`config.mk`:
```
export PLATFORM = sky130hd
export DESIGN_NAME = param_lifo_stack
export DESIGN_NICKNAME = d
export VERILOG_FILES = /design/src/rtl/param_lifo_stack.sv
export SDC_FILE = /design/constraint.sdc
export NUM_CORES = 1
export LEC_CHECK = 0
export ABC_AREA = 1
export ABC_CLOCK_PERIOD_IN_PS = 2300
export CAP_MARGIN = 20
export CORE_MARGIN = 2
export CORE_UTILIZATION = 50
export DETAILED_ROUTE_END_ITERATION = 6
export GPL_TIMING_DRIVEN = 1
export PLACE_DENSITY_LB_ADDON = 0.12
export SKIP_CTS_REPAIR_TIMING = 1
export SYNTH_ARGS = -nofsm -noshare
export SYNTH_HDL_FRONTEND = slang
export SYNTH_SLANG_ARGS = --single-unit
```
`constraint.sdc`:
```
create_clock -name clk -period 2.3 [get_ports clk]
set_input_delay 0.23 -clock clk [delete_from_list [all_inputs] [get_ports clk]]
set_output_delay 0.23 -clock clk [all_outputs]
set_load 0.03 [all_outputs]
```
`src/rtl/param_lifo_stack.sv`:
```
// Parametrised LIFO stack with occupancy flags, sticky error flags, flush,
// replace-top on simultaneous push+pop, and a registered pop-data port.
module param_lifo_stack #(
  parameter int DATA_WIDTH = 8,
  parameter int DEPTH      = 32,
  parameter int CNT_WIDTH  = $clog2(DEPTH + 1)
) (
  input  logic                  clk,
  input  logic                  rst,
  input  logic                  clear,
  input  logic                  push,
  input  logic                  pop,
  input  logic [DATA_WIDTH-1:0] value,
  output logic [DATA_WIDTH-1:0] top,
  output logic [DATA_WIDTH-1:0] data_out,
  output logic                  out_valid,
  output logic [CNT_WIDTH-1:0]  count,
  output logic                  empty,
  output logic                  full,
  output logic                  overflow,
  output logic                  underflow
);

  localparam int ADDR_WIDTH = (DEPTH > 1) ? $clog2(DEPTH) : 1;

  logic [DATA_WIDTH-1:0] mem [DEPTH];
  logic [ADDR_WIDTH-1:0] top_addr;
  logic [ADDR_WIDTH-1:0] wr_addr;
  logic                  wr_en;

  assign empty    = (count == '0);
  assign full     = (count == CNT_WIDTH'(DEPTH));
  assign top_addr = ADDR_WIDTH'(count - CNT_WIDTH'(1));
  assign top      = empty ? '0 : mem[top_addr];

  // Replace-top targets the current top slot; a plain push (or push+pop on
  // an empty stack) targets the slot at the write pointer.
  always_comb begin
    wr_addr = ADDR_WIDTH'(count);
    wr_en   = 1'b0;
    if (rst && !clear && push) begin
      if (pop && !empty) begin
        wr_addr = top_addr;
        wr_en   = 1'b1;
      end else if (!full) begin
        wr_en   = 1'b1;
      end
    end
  end

  always_ff @(posedge clk) begin
    if (wr_en) mem[wr_addr] <= value;
  end

  always_ff @(posedge clk) begin
    if (!rst) begin
      count     <= '0;
      data_out  <= '0;
      out_valid <= 1'b0;
      overflow  <= 1'b0;
      underflow <= 1'b0;
    end else if (clear) begin
      count     <= '0;
      out_valid <= 1'b0;
      overflow  <= 1'b0;
      underflow <= 1'b0;
    end else begin
      out_valid <= 1'b0;
      if (push && pop) begin
        if (!empty) begin
          data_out  <= mem[top_addr];
          out_valid <= 1'b1;
        end else begin
          count     <= CNT_WIDTH'(1);
          underflow <= 1'b1;
        end
      end else if (push) begin
        if (!full) count    <= count + CNT_WIDTH'(1);
        else       overflow <= 1'b1;
      end else if (pop) begin
        if (!empty) begin
          data_out  <= mem[top_addr];
          out_valid <= 1'b1;
          count     <= count - CNT_WIDTH'(1);
        end else begin
          underflow <= 1'b1;
        end
      end
    end
  end

endmodule

```
**Word level (Yosys, flattened, before mapping)**

Memory sizes are Yosys's and may differ from the RTL's.
Cells that the tools add are included.

- Register bits after elaboration: 17
- Bits in writable memories: 256
- Input bits: 13
- Output and inout bits: 27
- Logic and storage cells: 56
- Memories: 1

- Add/sub/neg operators: 2
- Eq/ne operators: 5
- Multiplexer cells: 26
- Bitwise gates (word level): 3
- Reduce and logical (&&, ||, !) cells: 14

Memories:

| memory | depth | width | rd ports | clocked after Yosys merged registers in | wr ports | line | RTL |
|---|---|---|---|---|---|---|---|
| mem | 32 | 8 | 1 | 0 | 1 | 26 | `logic [DATA_WIDTH-1:0] mem [DEPTH];` |

Operators with widths:

| operator | number |
|---|---|
| 8-bit 2-to-1 mux | 5 |
| 6-bit 2-to-1 mux | 6 |
| 1-bit 2-to-1 mux | 13 |
| 5-bit 2-to-1 mux | 2 |
| 6-bit by 1-bit adder with 6-bit output (second input constant) | 1 |
| 6-bit equality test (second input constant) | 1 |
| 6-bit zero test | 1 |
| 3-bit by 2-bit inequality test with 1-bit output (second input constant) | 2 |
| 3-bit AND reduction | 2 |
| 6-bit by 1-bit subtractor with 6-bit output (second input constant) | 1 |
| 1-bit logical AND | 4 |
| 4-bit AND reduction | 1 |
| 1-bit NOT | 3 |
| 3-bit nonzero test | 1 |
| 1-bit zero test | 2 |
| 2-bit by 1-bit inequality test with 1-bit output (second input constant) | 1 |
| 2-bit inequality test (second input constant) | 1 |
| 2-bit AND reduction | 1 |
| 2-bit nonzero test | 1 |
| 2-bit OR reduction | 1 |

**Longest topological paths before layout**

- Word-level depth: 7
- Depth in mapped cells: 14
- Gate-level depth less buffers: 11

**Least setup slack after synthesis**

No wires, ideal clock.

- Kind: flip-flop to output port
- From: register count[0]
- To: output port top[2]
- Data arrival time: 2691 ps
- Data required time: 2070 ps
- Setup slack: -621 ps
- Cell stages (with the launch flop): 15
- Path buffers: 5
- Cell sequence: dfxtp_1 -> buf_2 -> inv_2 -> buf_2 -> buf_2 -> ha_1 -> clkbuf_1 -> inv_2 -> buf_1 -> nand3_1 -> nand3_1 -> nand3_1 -> nand3_1 -> nand2_1 -> nor2_1

- Word-level cells in the longest chain between the ends: 3
- Elaborated cells on any way between the ends: 4
- Classes of those cells: add/sub (1); mux (1); reduce/logical (1); memory (1)

RTL lines:

| what | line | RTL |
|---|---|---|
| start, declared | 17 | `output logic [CNT_WIDTH-1:0] count,` |
| start signal, assigned | 78 | `if (!full) count <= count + CNT_WIDTH'(1);` |
| start signal, assigned | 84 | `count <= count - CNT_WIDTH'(1);` |
| 6-bit by 1-bit subtractor with 6-bit output | -- |  |
| memory 32 x 8 bit | -- |  |
| 8-bit 2-to-1 mux (*) | 34 | `assign top = empty ? '0 : mem[top_addr];` |
| end, declared | 14 | `output logic [DATA_WIDTH-1:0] top,` |

Every way passes the cells marked *; elsewhere a longest branch is shown, timed or not.

**Final worst setup path**

- From: register count[0]
- To: output port top[5]

The elaborated chain is that of the path after synthesis.

==> flow_metrics.env <==
export IMPL_status="finished with violations"
export IMPL_violations="negative setup slack"
export IMPL_setup_viol=8
export IMPL_netlist_top_cells_area="edfxtp_1 (63%), nand2_1 (12%), nand3_1 (8.4%)"
export IMPL_io_pin_count=40
export IMPL_numPortBuffers=39
export IMPL_r2r_slack_ps=20
export IMPL_drv_cap=0
export IMPL_cts_root_buf="clkbuf_16"
export IMPL_chipHeight_um=160
export IMPL_slew_headroom=0.692
export IMPL_dieWidth_um=160
export IMPL_grt_pass1_vias=8622
export IMPL_dp_slack_ps=-260
export IMPL_wire_per_inst_um=19.7
export IMPL_fmax_ghz=0.376
export IMPL_wl_met1_um=14000
export IMPL_synth_ff_type="edfxtp_1"
export IMPL_worst_path_max_fanout=9
export IMPL_crit_chain="inv_4, buf_8, nand4_1, nand2_2, buf_6, buf_6, nand3_1, nand3_2, nand2_4, nor2_4, buf_4"
export IMPL_end_kind="primary output"
export IMPL_cp_top_family="buffers and inverters"
export IMPL_clkLatencyLatePin_ps=550
export IMPL_cts_max_path_buffers=3
export IMPL_diodes=0
export IMPL_drt_iter0_drc=944
export IMPL_hold_slack_ps=418
export IMPL_hold_path_class="in -> reg"
export IMPL_r2r_start="count[0]"
export IMPL_cp_arrival_ps=2430
export IMPL_power_total_w=0.0125
export IMPL_postRouteAntennaNets=0
export IMPL_met2_length_um=15800
export IMPL_layout_drive_gt1_share=0.229
export IMPL_layout_min_cycle_time_ps=2660
export IMPL_clk_pin_slew_ps=60
export IMPL_ir_worst_vdd_v=0.000656
export IMPL_skew_ps=9.47
export IMPL_placed_area_sq_um=14100
export IMPL_syn_inst=1224
export IMPL_yosysTopAreaCell="edfxtp_1"
export IMPL_fin_area_sq_um=15700
export IMPL_r2r_end="mem[15][2]"
export IMPL_synth_edf_count=256
export IMPL_hold_end="out_valid"
export IMPL_cts_tree="yes"
export IMPL_final_hold_viol_count=0
export IMPL_start_kind="register"
export IMPL_yosysWarnings=0
export IMPL_grt_max_degree=51
export IMPL_rows=57
export IMPL_crit_buf_inv=5
export IMPL_clock_sinks=273
export IMPL_cp_common_cell="buf_6"
export IMPL_dr_pass1_iters=6
export IMPL_final_nets=1371
export IMPL_met3_length_um=2690
export IMPL_vias_per_cell=5.26
export IMPL_dpl_hpwl_um=21000
export IMPL_synthMostInstantiatedCell="nand2_1"
export IMPL_async_flop_share=0
export IMPL_synth_seq_cells=273
export IMPL_finalNonFillerCells=1698
export IMPL_grt_usage=0.254
export IMPL_cts_buffers_inserted=29
export IMPL_synth_top_area_share=0.632
export IMPL_yosysSeqAreaShare=0.660
export IMPL_cp_slowest_cell="dfxtp_4"
export IMPL_p_leak_nw=6.52
export IMPL_syn_cell_area_sq_um=12200
export IMPL_hold_path_startpoint="pop"
export IMPL_core_area_sq_um=24100
export IMPL_finalCritPeriodShare=1.15
export IMPL_min_path_cells=4
export IMPL_h_tree_depth=1
export IMPL_numPlacedInstances=1627
export IMPL_reg2reg_depth=10
export IMPL_slowest_delay_ps=350
export IMPL_vias=8925
export IMPL_area_growth_pct=29.5
export IMPL_critPathKind="reg -> out"
export IMPL_critical_path_required_ps=2070
export IMPL_initial_core_util=0.504
export IMPL_syn_avg_cell_area_sq_um=9.93
export IMPL_grt_pass1_wl_um=49700
export IMPL_dieArea_sq_um=25600
export IMPL_drt_total_wl_um=33400
export IMPL_yosysUniqueCellTypes=31
export IMPL_p_per_area_nw_per_um2=793
export IMPL_netlist_top_cells_count="nand2_1 (373), edfxtp_1 (256), nand3_1 (204), inv_1 (200), nor2_1 (52)"
export IMPL_n_fill_cell=1924
export IMPL_antenna_found_initial=0
export IMPL_drcViolationCount=0
export IMPL_worst_slack_ps=-356
export IMPL_synth_nets=1240
export IMPL_rsz0062_at_grt="yes"
export IMPL_dr_max_layer_used="met4"
export IMPL_gp_congestion=0.924
export IMPL_grt_overflow=0
export IMPL_maxSlewViolCount=0
export IMPL_worst_slew_pin_slew_ps=462
how the worst max path moves through the flow:
| stage | from | end | slack, ps | depth (start not counted) |
|---|---|---|---|---|
| after floorplan | count[0] | mem[26][0] | -120 | 11 |
| after global placement | count[1] | top[4] | -270 | 11 |
| after detailed placement | count[1] | top[4] | -260 | 12 |
| after CTS | count[1] | top[4] | -850 | 12 |
| after global routing | count[1] | top[0] | -430 | 11 |
| final | count[0] | top[5] | -360 | 11 |
layer usage:
metal  vias up  global-route usage
met4         0              0.0688
met2       376               0.410
li1       4243                   -
met5         -                   0
met3        57              0.0392
met1      4249               0.362
cells in the final DEF, fill, tap and decap left out, types with 3 or more instances in the layout:
master / n
clkbuf_16: 32
dfxtp_1: 14
nand2_1: 354
clkinv_1: 7
buf_6: 17
clkinv_2: 5
o21a_1: 8
clkdlybuf4s50_1: 29
a21oi_1: 14
clkbuf_1: 6
buf_4: 75
inv_1: 194
o21ai_4: 4
nand3_4: 10
nor2_1: 10
o21ai_0: 7
edfxtp_1: 256
buf_12: 26
nor2_4: 46
nand4_1: 3
inv_4: 6
nand3_2: 50
inv_2: 6
nand2_4: 15
nand3_1: 150
nand2_2: 5
worst min-delay path: stages:
cell and delay, ps:
clkdlybuf4s50_1 420, buf_4 150, nand2_1 80, nor2_1 40
registers in the layout (all words and copies together) (netlist names):
register / count
count: 6
data_out: 8
mem: 256
out_valid: 1
overflow: 1
underflow: 1
cell families after synthesis:
kind of cell | share of synthesized area
xor gates and xnor gates | 0.00484
and+or+nand+nor | 0.227
adders and majority gates | 0.00309
buffers and inverters | 0.0859
AOI/OAI and AO/OA | 0.0191
DFF | 0.660
through the flow:
step                 util  TNS, ps
CTS                 0.618   -30530
global route        0.653    -5980
detailed placement  0.584   -42210
finish              0.653    -2430
global placement    0.584   -33740
floorplan               -   -22220
cell type report:
cell class,instances,area [sq um],area share
sequential,273,8040,0.511
multi-input combinational,690,3960,0.252
timing repair buffer,154,1710,0.109
inverter,207,796,0.0506
clock buffer,35,748,0.0475
tap,324,405,0.0258
clock inverter,15,80.1,0.00509
power breakdown:
group / internal (W) / total (W) / switching, W
registers: 0.00547 / 0.00549 / 0.0000186
logic: 0.00110 / 0.00285 / 0.00175
clock network: 0.00230 / 0.00414 / 0.00184
total: 0.00887 / 0.0125 / 0.00361
(Power assumes the default switching activity.)
